[src/rtl/sw_led_ctrl.sv]
// ---------------------------------------------------------------------------
// sw_led_ctrl
//   Switch conditioning and LED drive. Each raw switch is synchronised,
//   debounced and edge-detected. The debounced rising edges feed a per-channel
//   toggle register and a shared rise counter. A free-running blink phase
//   gates the debounced levels in blink mode. led_out is a registered
//   selection of one of four sources chosen by mode.
//
// Ports
//   clk        single clock, all state on the rising edge
//   rst_n      asynchronous active-low reset
//   sw_in      raw asynchronous switch levels            [WIDTH]
//   mode       00 DIRECT, 01 TOGGLE, 10 BLINK, 11 COUNT  [2]
//   led_out    registered LED drive                      [WIDTH]
//   sw_stable  debounced switch levels                   [WIDTH]
//   sw_rise    one-cycle pulse after a debounced 0->1    [WIDTH]
// ---------------------------------------------------------------------------
module sw_led_ctrl #(
  parameter int unsigned WIDTH             = 8,
  parameter int unsigned DEBOUNCE_CYCLES   = 16,
  parameter int unsigned BLINK_HALF_PERIOD = 1024
) (
  input  logic             clk,
  input  logic             rst_n,
  input  logic [WIDTH-1:0] sw_in,
  input  logic [1:0]       mode,
  output logic [WIDTH-1:0] led_out,
  output logic [WIDTH-1:0] sw_stable,
  output logic [WIDTH-1:0] sw_rise
);

  // Counters are kept at least one bit wide so that a parameter value of 1
  // still yields legal hardware ($clog2(1) == 0).
  localparam int unsigned DB_W = (DEBOUNCE_CYCLES   > 1) ? $clog2(DEBOUNCE_CYCLES)   : 1;
  localparam int unsigned BL_W = (BLINK_HALF_PERIOD > 1) ? $clog2(BLINK_HALF_PERIOD) : 1;

  localparam logic [DB_W-1:0] DB_LAST = DB_W'(DEBOUNCE_CYCLES - 1);
  localparam logic [BL_W-1:0] BL_LAST = BL_W'(BLINK_HALF_PERIOD - 1);

  typedef enum logic [1:0] {
    MODE_DIRECT = 2'b00,
    MODE_TOGGLE = 2'b01,
    MODE_BLINK  = 2'b10,
    MODE_COUNT  = 2'b11
  } mode_e;

  logic [WIDTH-1:0] sync_s1;
  logic [WIDTH-1:0] sync_s2;
  logic [DB_W-1:0]  db_cnt [WIDTH];
  logic [WIDTH-1:0] stable_d;
  logic [WIDTH-1:0] toggle_q;
  logic [WIDTH-1:0] rise_cnt_q;
  logic [WIDTH-1:0] rise_pop;
  logic [BL_W-1:0]  blink_cnt;
  logic             blink_phase;
  logic [WIDTH-1:0] led_next;
  mode_e            mode_sel;

  // -------------------------------------------------------------------------
  // Two-flop synchroniser
  // -------------------------------------------------------------------------
  always_ff @(posedge clk or negedge rst_n) begin
    if (!rst_n) begin
      sync_s1 <= '0;
      sync_s2 <= '0;
    end else begin
      sync_s1 <= sw_in;
      sync_s2 <= sync_s1;
    end
  end

  // -------------------------------------------------------------------------
  // Per-channel debounce. The counter only runs while the synchronised level
  // disagrees with the accepted level; any agreement restarts it, so a glitch
  // shorter than DEBOUNCE_CYCLES mismatch cycles is never accepted.
  // -------------------------------------------------------------------------
  always_ff @(posedge clk or negedge rst_n) begin
    if (!rst_n) begin
      sw_stable <= '0;
      for (int unsigned i = 0; i < WIDTH; i++) begin
        db_cnt[i] <= '0;
      end
    end else begin
      for (int unsigned i = 0; i < WIDTH; i++) begin
        if (sync_s2[i] == sw_stable[i]) begin
          db_cnt[i] <= '0;
        end else if (db_cnt[i] == DB_LAST) begin
          sw_stable[i] <= sync_s2[i];
          db_cnt[i]    <= '0;
        end else begin
          db_cnt[i] <= db_cnt[i] + 1'b1;
        end
      end
    end
  end

  // -------------------------------------------------------------------------
  // Rising-edge pulse, one cycle after sw_stable goes high. Because stable_d
  // resets to 0, a switch held high through reset still produces a pulse.
  // -------------------------------------------------------------------------
  always_ff @(posedge clk or negedge rst_n) begin
    if (!rst_n) begin
      stable_d <= '0;
      sw_rise  <= '0;
    end else begin
      stable_d <= sw_stable;
      sw_rise  <= sw_stable & ~stable_d;
    end
  end

  // -------------------------------------------------------------------------
  // Toggle register and rise counter run in every mode. The popcount cannot
  // exceed WIDTH, which always fits in WIDTH bits.
  // -------------------------------------------------------------------------
  always_comb begin
    rise_pop = '0;
    for (int unsigned i = 0; i < WIDTH; i++) begin
      rise_pop = rise_pop + WIDTH'(sw_rise[i]);
    end
  end

  always_ff @(posedge clk or negedge rst_n) begin
    if (!rst_n) begin
      toggle_q   <= '0;
      rise_cnt_q <= '0;
    end else begin
      toggle_q   <= toggle_q ^ sw_rise;
      rise_cnt_q <= rise_cnt_q + rise_pop;
    end
  end

  // -------------------------------------------------------------------------
  // Blink phase: inverts every BLINK_HALF_PERIOD cycles, starting at 0.
  // -------------------------------------------------------------------------
  always_ff @(posedge clk or negedge rst_n) begin
    if (!rst_n) begin
      blink_cnt   <= '0;
      blink_phase <= 1'b0;
    end else if (blink_cnt == BL_LAST) begin
      blink_cnt   <= '0;
      blink_phase <= ~blink_phase;
    end else begin
      blink_cnt <= blink_cnt + 1'b1;
    end
  end

  // -------------------------------------------------------------------------
  // LED source selection, registered.
  // -------------------------------------------------------------------------
  assign mode_sel = mode_e'(mode);

  always_comb begin
    led_next = '0;
    case (mode_sel)
      MODE_DIRECT: led_next = sw_stable;
      MODE_TOGGLE: led_next = toggle_q;
      MODE_BLINK:  led_next = sw_stable & {WIDTH{blink_phase}};
      MODE_COUNT:  led_next = rise_cnt_q;
      default:     led_next = '0;
    endcase
  end

  always_ff @(posedge clk or negedge rst_n) begin
    if (!rst_n) begin
      led_out <= '0;
    end else begin
      led_out <= led_next;
    end
  end

endmodule
[config.mk]
export PLATFORM = sky130hd
export DESIGN_NAME = sw_led_ctrl
export DESIGN_NICKNAME = d
export VERILOG_FILES = /design/src/rtl/sw_led_ctrl.sv
export SDC_FILE = /design/constraint.sdc
export NUM_CORES = 1
export LEC_CHECK = 0
export CAP_MARGIN = 20
export CORE_MARGIN = 2
export CORE_UTILIZATION = 55
export DETAILED_ROUTE_END_ITERATION = 16
export PLACE_DENSITY = 0.76
export SLEW_MARGIN = 20
export SYNTH_ARGS = -nofsm -noshare
export SYNTH_HDL_FRONTEND = slang
export SYNTH_SLANG_ARGS = --single-unit
[constraint.sdc]
create_clock -name clk -period 8.9 [get_ports clk]
set_clock_uncertainty 0.2 [all_clocks]
set_input_delay 2.67 -clock clk [delete_from_list [all_inputs] [get_ports clk]]
set_output_delay 2.67 -clock clk [all_outputs]
set_load 0.01 [all_outputs]
; ---- Yosys cells after proc, flatten, opt, wreduce, memory -nomap -nowiden
; Cells that the tools add are included.
[totals]
reg_bits = 107
input_bits = 12
[classes]
add_sub_neg = 17
eq_ne = 20
muxes = 18
bitwise_logic = 13
n_reduce_logical = 9
[ops]
columns = cell, count
row1 = 4-bit 2-to-1 mux, 16
row2 = "4-bit by 1-bit adder with 4-bit output, second input constant", 8
row3 = "4-bit == test, second input constant", 8
row4 = 8-bit one-hot mux with 4 select lines, 1
row5 = 8-bit AND, 2
row6 = 2-bit AND reduction, 8
row7 = "10-bit by 1-bit adder with 10-bit output, second input constant", 1
row8 = "10-bit == test, second input constant", 1
row9 = 10-bit 2-to-1 mux, 1
row10 = 1-bit NOT, 9
row11 = 7-bit by 1-bit adder with 8-bit output, 1
row12 = 8-bit adder, 1
row13 = 1-bit == test, 8
row14 = 8-bit NOT, 1
row15 = 8-bit XOR, 1
row16 = 6-bit by 1-bit adder with 7-bit output, 1
row17 = 5-bit by 1-bit adder with 6-bit output, 1
row18 = 4-bit by 1-bit adder with 5-bit output, 1
row19 = 3-bit by 1-bit adder with 4-bit output, 1
row20 = "2-bit == test, second input constant", 2
row21 = 2-bit by 1-bit adder with 3-bit output, 1
row22 = 1-bit by 1-bit adder with 2-bit output, 1
row23 = "2-bit by 1-bit == test with 1-bit output, second input constant", 1
row24 = 2-bit logical NOT, 1

; ---- Longest topological paths before layout
; Gate-level depths: netlist of run 1.
[logic_depth]
ltp_word = 8
ltp_mapped = 11
ltp_nobuf = 11

; ---- Least setup slack after synthesis of run 1
; Ideal clock, no wire load.
[synth_timing]
kind = input port to flip-flop
start = input mode[1]
end = register led_out[5]
arrival_ps = 3296
required_time_ps = 8564
setup_slack_ps = 5268
path_stages = 4
n_path_buf = 1
path_cell_list = buf_2 > mux2_2 > nand2_1 > o21ai_0
[synth_via]
elab_chain_len = 2
word_cells_on_any_way = 5
cone_classes = eq/ne (3) / mux (1) / reduce/logical (1)
[synth_rtl]
columns = item, line
row1 = from (decl), 26  ; input logic [1:0] mode,
row2 = "2-bit == test, or another cell as far along", 154  ; case (mode_sel)
row3 = 8-bit one-hot mux with 4 select lines *, 154
row4 = net led_next[5], 56  ; logic [WIDTH-1:0] led_next;
row5 = to (signal assigned), 167  ; led_out <= led_next;
row6 = to (decl), 27  ; output logic [WIDTH-1:0] led_out,
; Mark *: on every way through the listed nets, which the timed path passes. The rest lies on a longest branch.
; A chain may end at the register's enable or synchronous reset.

; ---- Worst setup path after layout of run 1
[layout_timing]
start = register sw_stable[0]
end = output sw_stable[0]
[layout_rtl]
columns = item, line
row1 = from (decl), 28  ; output logic [WIDTH-1:0] sw_stable,
row2 = "from (signal, indexed assignment)", 88  ; sw_stable[i] <= sync_s2[i];
; No word-level cell between the ends.

==> impl_metrics.json, run 1 <==
{
  "outcome": "finished clean",
  "dieArea_um2": 8528,
  "r2r_end": "rise_cnt_q[6]$_DFF_PN0_",
  "r2r_slack_ps": 5260,
  "coreArea_um2": 7647,
  "slowest_stage": "clkdlybuf4s50_1",
  "vdd_drop_max_uv": 83.34,
  "std_cell_rows": 32,
  "grt_usage_pct": 18.76,
  "cts.sinks": 107,
  "finalSetupViolCount": 0,
  "startpoint_type": "register",
  "cts_buffer_depth": 2,
  "diodes": 0,
  "post-route-period-util_pct": 48.29,
  "synthCells": 333,
  "seq_area_frac_synth_pct": 62.37,
  "root_buffer": "clkbuf_8",
  "cp_num_buf_inv": 1,
  "antenna_left": 0,
  "ctsHoldBuffers": 0,
  "vias_per_cell": 5.281,
  "drt_wl_total_um": 6857,
  "p_leak_uw": 0.002306,
  "netlist_area_um2": 4293,
  "drc": 0,
  "grt_pass1_vias": 2670,
  "worst-endpoint-required_ps": 6030,
  "critical_path_arrival_ps": 1430,
  "io_pins": 36,
  "dp_cells": 468,
  "tritoncts": "yes",
  "maxCapViolCount": 0,
  "cp.depth": 1,
  "io_buffers": 35,
  "drv_slew": 0,
  "syn_to_final_growth_pct": 16.15,
  "grt_pass1_wl_um": 12360,
  "worst_path_largest_cell_delay_ps": 580,
  "final_hold_viol_count": 0,
  "path_cells": "clkdlybuf4s50_1",
  "cp-startpoint": "sw_stable[0]$_DFFE_PN0P_",
  "min_period_ps": 4298,
  "antenna_found_initial": 0,
  "crit_family": "buffers and inverters",
  "hold_depth": 0,
  "seq_area_um2": 2678,
  "worstMarginPinSlew_ps": 861.4,
  "p_per_area_nw_per_um2": 176.4,
  "clk_transition_reported_paths_ps": 100,
  "fill_cells": 571,
  "grt_start_max_net_pins": 73,
  "dpl.hpwl_um": 4844,
  "fin_tns_setup_ps": 0,
  "crit_end": "sw_stable[0]",
  "rr_worst_depth": 11,
  "slew_headroom_pct": 42.57,
  "ctsResizeCount": 0,
  "r2r_start": "sw_rise[0]$_DFF_PN0_",
  "worstSkewPairLatency_ps": 370,
  "cts_inserted_buffers": 9,
  "cts_max_level": 3,
  "layout-drive-gt1-share_pct": 9.948,
  "critPathMaxFanout": 6,
  "instances_no_fill": 484,
  "yosys_warnings": 0,
  "hp-class": "reg -> reg",
  "global_route.overflow_total": 0,
  "rsz0062_at_grt": "no",
  "place_congestion": 0.7715,
  "syn_nets": 365,
  "die_x_um": 92.35,
  "postCtsSetupRepairBufs": 0,
  "start_util_pct": 56.14,
  "critPathCaptureType": "primary output",
  "initialDrtViolationCount": 129,
  "via_count": 2556,
  "die_y_um": 92.35,
  "synth_cell_types": 29,
  "dr.pass1.iters": 6,
  "fin_nets": 409,
  "worst-setup-path-type": "reg -> out",
  "syn_avg_cell_area_um2": 12.89,
  "fmax_mhz": 232.7,
  "wl_per_cell_um": 14.17,
  "multi_input_comb_area_um2": 1530,
  "synth_seq_cells": 107
}
Yosys cell counts, drive strengths merged:
library cell    n  area, um^2
dfrtp         107        2678
fa              5       100.1
a21o            1       7.510
nand2b          1       6.260
o31a            1       8.760
o31ai           3       22.52
o2111ai         1       15.01
a32oi           2       17.52
xnor2          22       192.7
ha             15       187.7
xor2           13       121.4
a21oi          19       95.09
nand3          11       55.05
and3            1       6.260
nand4b          8       70.07
buf             3       13.76
nand4           2       12.51
and4            2       22.52
inv            19       71.32
nor3b           8       60.06
o21a            1       7.510
nor2b          18       112.6
nor2           12       45.04
o21ai          21       105.1
mux2           16       180.2
nand2          21       78.83
cell usage in the layout, fill, tap and decap left out, types with 2 or more instances in the layout:
master	n
dfrtp_1	107
clkdlybuf4s50_1	34
xnor2_1	22
nand2_1	21
o21ai_0	20
inv_1	19
a21oi_1	19
nor2b_1	18
mux2_2	16
ha_1	15
nor2_1	12
xor2_1	12
nand3_1	11
clkbuf_8	9
nor3b_1	8
nand4b_1	8
fa_1	5
o31ai_1	3
clkinvlp_4	3
and4_4	2
nand4_1	2
a32oi_1	2
bufinv_16	2
buf_4	2
metal layers:
layer | global-route usage, % | up-vias | part of all wire (%)
li1 | - | 1212 | -
met1 | 24.66 | 1296 | 47
met2 | 29.99 | 37 | 49
met3 | 3.499 | 11 | 2.7
met4 | 9.826 | 0 | 2.1
met5 | 0 | - | 0
report_power, final:
part	internal (uW)	leakage, uW	switching [uW]
combinational	19.7	0.000781	24.3
sequential	501	0.00142	11.7
clock	160	0.000102	163
total	680	0.00231	199
cell type report:
class / instances / area share [%]
Tap cell: 102 / 2.560
Sequential cell: 107 / 53.70
Inverter: 19 / 1.430
Clock inverter: 7 / 2.008
Timing Repair Buffer: 36 / 7.127
Clock buffer: 9 / 2.484
Multi-Input combinational cell: 204 / 30.69
stage by stage:
step	hold slack [ps]	utilization, %	worst slack [ps]	cell area, um^2	total power (uW)
5_1_grt	158.5	65.20	4518	4986	918.6
4_1_cts	149.4	65.20	4582	4986	891.7
6_report	149.1	65.20	4602	4986	879.3
2_1_floorplan	131.2	-	5268	4293	543.5
3_5_place_dp	135.5	62.27	4528	4762	566.9
3_3_place_gp	134.1	62.27	4587	4762	564.2
kinds of logic after synthesis:
logic type,after synthesis,synth area share [%]
flops,107,62.37
simple gates,84,10.93
compound gates,49,6.500
xor+xnor,35,7.316
buf+inv,22,1.982
fa+ha+maj,20,6.704
mux,16,4.197
worst min-delay path by stage:
stage	startpoint	endpoint	slack [ps]
finish	sync_s1[5]$_DFF_PN0_	sync_s2[5]$_DFF_PN0_	150
global route	sync_s1[5]$_DFF_PN0_	sync_s2[5]$_DFF_PN0_	160
CTS	sync_s1[5]$_DFF_PN0_	sync_s2[5]$_DFF_PN0_	150
detailed placement	sync_s1[5]$_DFF_PN0_	sync_s2[5]$_DFF_PN0_	140
global placement	sync_s1[7]$_DFF_PN0_	sync_s2[7]$_DFF_PN0_	130
floorplan	sync_s1[0]$_DFF_PN0_	sync_s2[0]$_DFF_PN0_	130
sequential cells by signal, indices dropped and copies added, names as in the netlist:
register,cells
sw_rise,8
stable_d,8
led_out,8
sync_s2,8
toggle_q,8
blink_phase,1
sw_stable,8
db_cnt,32
rise_cnt_q,8
sync_s1,8
blink_cnt,10
Note: power is estimated with default switching activity, not from simulation.
==> run 2: changes to the inputs <==
--- a/config.mk
+++ b/config.mk
@@ -7,7 +7,7 @@
 export LEC_CHECK = 0
 export CAP_MARGIN = 20
 export CORE_MARGIN = 2
-export CORE_UTILIZATION = 55
+export CORE_UTILIZATION = 52
 export DETAILED_ROUTE_END_ITERATION = 16
 export PLACE_DENSITY = 0.76
 export SLEW_MARGIN = 20
==> constraint.sdc (replaced) <==
create_clock -name clk -period 3.9 [get_ports clk]
set_clock_uncertainty 0.2 [all_clocks]
set_input_delay 1.17 -clock clk [delete_from_list [all_inputs] [get_ports clk]]
set_output_delay 1.17 -clock clk [all_outputs]
set_load 0.01 [all_outputs]
==> run 2 against run 1 <==
Compared with the run above:
- clock power rose by 83%
- sequential power rose by 130%
- sequential share of layout area rose by 0.42 points
- via count fell by 2.0%
- non-clock buffer count did not move
- final cell count rose by 0.41%
- sequential cell count did not move
- worst setup slack got worse by 4300 ps
- critical endpoint is now rise_cnt_q[6]$_DFF_PN0_
- highest routed layer unchanged
==> impl_metrics.json, run 2 (synthesized netlist as in run 1, its figures left out) <==
{
  "top_regs": "db_cnt: 32 flops, blink_cnt: 10 flops",
  "cts_buffer_depth": 2,
  "grt_usage_pct": 16.80,
  "p_leak_uw": 0.002286,
  "vdd_drop_max_uv": 179.2,
  "dr.pass1.iters": 4,
  "coreArea_um2": 8093,
  "critical_path_arrival_ps": 3630,
  "std_cell_rows": 33,
  "hold_depth": 0,
  "die_y_um": 94.86,
  "clk_transition_reported_paths_ps": 90,
  "largest_reg_flops": 32,
  "final_hold_viol_count": 0,
  "min_period_ps": 3583,
  "wl_per_cell_um": 13.85,
  "dieArea_um2": 8998,
  "dp_slack_ps": 281.2,
  "postCtsSetupRepairBufs": 0,
  "routed-wl-met2_um": 3278,
  "vias_per_cell": 5.154,
  "cts_inserted_buffers": 9,
  "io_pins": 36,
  "dpl.hpwl_um": 4743,
  "startpoint_type": "register",
  "post-route-period-util_pct": 91.87,
  "cts.sinks": 107,
  "slew_headroom_pct": 60.77,
  "io_buffers": 35,
  "fin_nets": 409,
  "layout_commonest_cell": "dfrtp_1",
  "rsz0062_at_grt": "no",
  "layout-drive-gt1-share_pct": 9.449,
  "instances_no_fill": 486,
  "ctsResizeCount": 0,
  "drt_wl_total_um": 6733,
  "start_util_pct": 53.05,
  "drt-met1-wl_um": 3152,
  "r2r_slack_ps": 320,
  "tritoncts": "yes",
  "syn_to_final_growth_pct": 15.24,
  "outcome": "finished clean",
  "grt_pass1_vias": 2603,
  "worstSkewPairLatency_ps": 360,
  "die_x_um": 94.86,
  "top_layer_used": "met4",
  "grt_pass1_wl_um": 11680,
  "rr_worst_depth": 11,
  "drv_slew": 0,
  "wl_met3_um": 221,
  "final_cell_mix": "dfrtp_1 (107), clkdlybuf4s50_1 (34), xnor2_1 (22), nand2_1 (21), o21ai_0 (20)",
  "critPathCaptureType": "register",
  "regMostFlops": "db_cnt",
  "critPathMaxFanout": 3,
  "maxCapViolCount": 0,
  "fin_ws_ps": 316.9,
  "antenna_left": 0,
  "drc": 0,
  "place_congestion": 0.7819,
  "post-route-util_pct": 61.13,
  "dp_cells": 471,
  "r2r_start": "sw_rise[0]$_DFF_PN0_",
  "diodes": 0,
  "initialDrtViolationCount": 81,
  "hp-class": "reg -> reg",
  "ctsHoldBuffers": 0,
  "antenna_found_initial": 0,
  "worst-setup-path-type": "reg -> reg",
  "min_to": "sync_s2[0]$_DFF_PN0_",
  "finalSetupViolCount": 0,
  "fin_tns_setup_ps": 0,
  "root_buffer": "clkbuf_8",
  "fmax_mhz": 279.1,
  "cp-startpoint": "sw_rise[0]$_DFF_PN0_",
  "cts_max_level": 3,
  "worst-endpoint-required_ps": 3940,
  "p_per_area_nw_per_um2": 376.5,
  "via_count": 2505,
  "r2r_end": "rise_cnt_q[6]$_DFF_PN0_",
  "grt_start_max_net_pins": 61,
  "global_route.overflow_total": 0,
  "worstHoldStart": "sync_s1[0]$_DFF_PN0_",
  "worstMarginPinSlew_ps": 588.5
}
[run 2: cell count changes in the layout (fill, tap and decap cells not counted), sizes merged]
cell    change
bufinv      -2
clkbuf      +2
inv         -1
[run 2: worst max-delay path by stage]
stage	end	slack, ps
6_report	rise_cnt_q[6]$_DFF_PN0_	320
3_3_place_gp	rise_cnt_q[6]$_DFF_PN0_	390
2_1_floorplan	rise_cnt_q[6]$_DFF_PN0_	430
4_1_cts	rise_cnt_q[6]$_DFF_PN0_	280
5_1_grt	rise_cnt_q[6]$_DFF_PN0_	120
3_5_place_dp	rise_cnt_q[6]$_DFF_PN0_	280
[run 2: stage by stage]
stage	hold slack (ps)	instance area [um^2]	power, uW
3_5_place_dp	134.7	4778	1295
5_1_grt	162.9	4947	1948
4_1_cts	155.8	4947	1884
2_1_floorplan	131.2	4293	1240
6_report	154.9	4947	1863
3_3_place_gp	133.0	4778	1290
[run 2: layout make-up]
| type | instances | area [um^2] |
|---|---|---|
| Inverter | 19 | 71.32 |
| Clock buffer | 11 | 141.4 |
| Multi-Input combinational cell | 204 | 1530 |
| Sequential cell | 107 | 2678 |
| Timing Repair Buffer | 36 | 367.9 |
| Tap cell | 105 | 131.4 |
| Clock inverter | 4 | 27.53 |
| Fill cell | 678 | 3146 |
[run 2: per-layer routing]
layer	global-route usage, %	up-vias
met5	0	-
met4	6.884	0
met3	3.831	9
met2	26.54	32
met1	22.66	1244
li1	-	1220
[run 2: where the power goes]
part           switching [uW]  total [uW]  internal, uW  leakage, uW
Combinational            55.0         101          46.5     0.000786
Sequential               26.8        1170          1140      0.00142
Clock                     347         592           245    0.0000774
Total                     429        1860          1430      0.00229
[run 2: critical path: stages, from the launching register on]
cell	delay, ps
dfrtp_1	430
fa_1	550
inv_1	50
fa_1	440
fa_1	520
fa_1	190
inv_1	60
fa_1	390
a21o_1	190
a21oi_1	220
nor2_1	90
xor2_1	140
==> run 3: changes to the inputs <==
--- a/config.mk
+++ b/config.mk
@@ -7,9 +7,11 @@
 export LEC_CHECK = 0
 export CAP_MARGIN = 20
 export CORE_MARGIN = 2
-export CORE_UTILIZATION = 52
+export CORE_UTILIZATION = 55
 export DETAILED_ROUTE_END_ITERATION = 16
+export HOLD_SLACK_MARGIN = 0.1
 export PLACE_DENSITY = 0.76
+export SKIP_CTS_REPAIR_TIMING = 1
 export SLEW_MARGIN = 20
 export SYNTH_ARGS = -nofsm -noshare
 export SYNTH_HDL_FRONTEND = slang
==> constraint.sdc (replaced) <==
create_clock -name clk -period 3.5 [get_ports clk]
set_clock_uncertainty 0.2 [all_clocks]
set_input_delay 1.05 -clock clk [delete_from_list [all_inputs] [get_ports clk]]
set_output_delay 1.05 -clock clk [all_outputs]
set_load 0.01 [all_outputs]
==> run 3 against run 2 <==
Compared with the run above:
- the run now ends with negative setup slack left
- die area fell by 5.2%
- clock-buffer cell count fell by 1
- design area rose by 2.1%
- clock power rose by 45%
- first-iteration DRC count rose by 58%
- highest routed layer unchanged
- critical path depth did not move
- register-to-register slack got worse by 340 ps
- non-clock buffer count rose by 5
- maximum frequency rose by 1.8%
- worst setup slack got worse by 340 ps
- combinational power rose by 16%
- via count rose by 1.6%
==> impl_metrics.json, run 3 (synthesized netlist as in run 1, its figures left out) <==
{
  "outcome": "finished with violations",
  "violations": "negative setup slack",
  "cts_inserted_buffers": 9,
  "rsz0062_at_grt": "yes",
  "final_cell_mix": "dfrtp_1 (107), clkdlybuf4s50_1 (34), xnor2_1 (22), nand2_1 (21), o21ai_0 (20)",
  "layout-drive-gt1-share_pct": 11.92,
  "start_util_pct": 56.14,
  "diodes": 0,
  "worstMarginPinSlew_ps": 630.4,
  "min_to": "sync_s2[3]$_DFF_PN0_",
  "slew_headroom_pct": 57.97,
  "fill_cells": 571,
  "largest_reg_flops": 32,
  "vdd_drop_max_uv": 265.5,
  "coreArea_um2": 7647,
  "final_hold_viol_count": 0,
  "fin_tns_setup_ps": -21.23,
  "clk_transition_reported_paths_ps": 100,
  "cts.sinks": 107,
  "initialDrtViolationCount": 128,
  "rr_worst_depth": 11,
  "p_leak_uw": 0.002342,
  "via_count": 2544,
  "fin_area_um2": 5054,
  "placed_area_um2": 4805,
  "antenna_left": 0,
  "hold_depth": 0,
  "die_y_um": 92.35,
  "root_buffer": "clkbuf_8",
  "std_cell_rows": 32,
  "antenna_found_initial": 0,
  "critPathMaxFanout": 2,
  "drt_wl_total_um": 7114,
  "dieArea_um2": 8528,
  "grt_pass1_vias": 2651,
  "top_regs": "db_cnt: 32 flops, blink_cnt: 10 flops",
  "startpoint_type": "register",
  "r2r_end": "rise_cnt_q[6]$_DFF_PN0_",
  "drv_slew": 0,
  "post-route-period-util_pct": 100.6,
  "r2r_slack_ps": -20,
  "tritoncts": "yes",
  "finalSetupViolCount": 1,
  "dp_slack_ps": -46.41,
  "fin_nets": 414,
  "place_congestion": 0.8035,
  "fin_ws_ps": -21.23,
  "worst-endpoint-required_ps": 3540,
  "critical_path_arrival_ps": 3560,
  "worstSkewPairLatency_ps": 360,
  "worstHoldStart": "sync_s1[3]$_DFF_PN0_",
  "maxCapViolCount": 0,
  "io_pins": 36,
  "whs_ps": 152.0,
  "io_buffers": 35,
  "p_per_area_nw_per_um2": 451.2,
  "dr.pass1.iters": 4,
  "global_route.overflow_total": 0,
  "power_uw": 2280,
  "cts_max_level": 3,
  "min_period_ps": 3521,
  "fmax_mhz": 284.0,
  "critPathCaptureType": "register",
  "dpl.hpwl_um": 4879,
  "regMostFlops": "db_cnt",
  "hp-class": "reg -> reg",
  "layout_commonest_cell": "dfrtp_1",
  "drc": 0,
  "grt_usage_pct": 18.81,
  "cts_buffer_depth": 2,
  "vias_per_cell": 5.213,
  "wl_per_cell_um": 14.58,
  "die_x_um": 92.35,
  "r2r_start": "sw_rise[0]$_DFF_PN0_",
  "syn_to_final_growth_pct": 17.72,
  "grt_start_max_net_pins": 58,
  "worst-setup-path-type": "reg -> reg",
  "grt_pass1_wl_um": 12470
}
-- run 3: changes by cell type in the layout (fill, tap and decap cells not counted), moves of 2 or more --
cell and delta:
buf_4 +5, bufinv_16 +3, fa_1 -2, clkinvlp_4 -2, fa_2 +2
-- run 3: worst max path at each step --
stage,from,slack [ps],end
detailed placement,sw_rise[0]$_DFF_PN0_,-50,rise_cnt_q[6]$_DFF_PN0_
global route,sw_rise[0]$_DFF_PN0_,-140,rise_cnt_q[6]$_DFF_PN0_
CTS,sw_rise[0]$_DFF_PN0_,-70,rise_cnt_q[6]$_DFF_PN0_
floorplan,sw_rise[0]$_DFF_PN0_,30,rise_cnt_q[6]$_DFF_PN0_
global placement,sw_rise[0]$_DFF_PN0_,50,rise_cnt_q[6]$_DFF_PN0_
finish,sw_rise[0]$_DFF_PN0_,-20,rise_cnt_q[6]$_DFF_PN0_
-- run 3: per-layer routing --
| metal | track usage (%) | wire length [um] | vias up |
|---|---|---|---|
| li1 | - | - | 1221 |
| met1 | 26.10 | 3340 | 1281 |
| met2 | 29.50 | 3505 | 35 |
| met3 | 4.557 | 215 | 7 |
| met4 | 6.343 | 54 | 0 |
| met5 | 0 | 0 | - |
-- run 3: report_power, final --
group | switching (uW) | internal, uW | total (uW)
registers | 30.3 | 1270 | 1300
logic | 63.6 | 52.9 | 117
clock network | 390 | 470 | 861
total | 484 | 1800 | 2280
-- run 3: area by class of cell --
type                       count  area, um^2  share of cell area, %
tap                          102       127.6                  2.525
clock inverter                 5       102.6                  2.030
inverter                      19       71.32                  1.411
sequential                   107        2678                  52.98
clock buffer                  10       127.6                  2.525
timing repair buffer          41       405.4                  8.022
multi-input combinational    204        1541                  30.50
-- run 3: per-stage QoR --
| stage | cells | util [%] |
|---|---|---|
| 2_1_floorplan | 333 | - |
| 3_3_place_gp | 472 | 62.83 |
| 3_5_place_dp | 472 | 62.83 |
| 4_1_cts | 487 | 65.84 |
| 5_1_grt | 488 | 66.08 |
| 6_report | 488 | 66.08 |
-- run 3: critical path, cell delays in order (launching register included) --
cell	delay (ps)
dfrtp_1	410
fa_1	560
inv_1	60
fa_1	460
fa_1	550
fa_2	220
inv_2	40
fa_2	340
a21o_1	200
a21oi_2	160
nor2_1	70
xor2_1	140
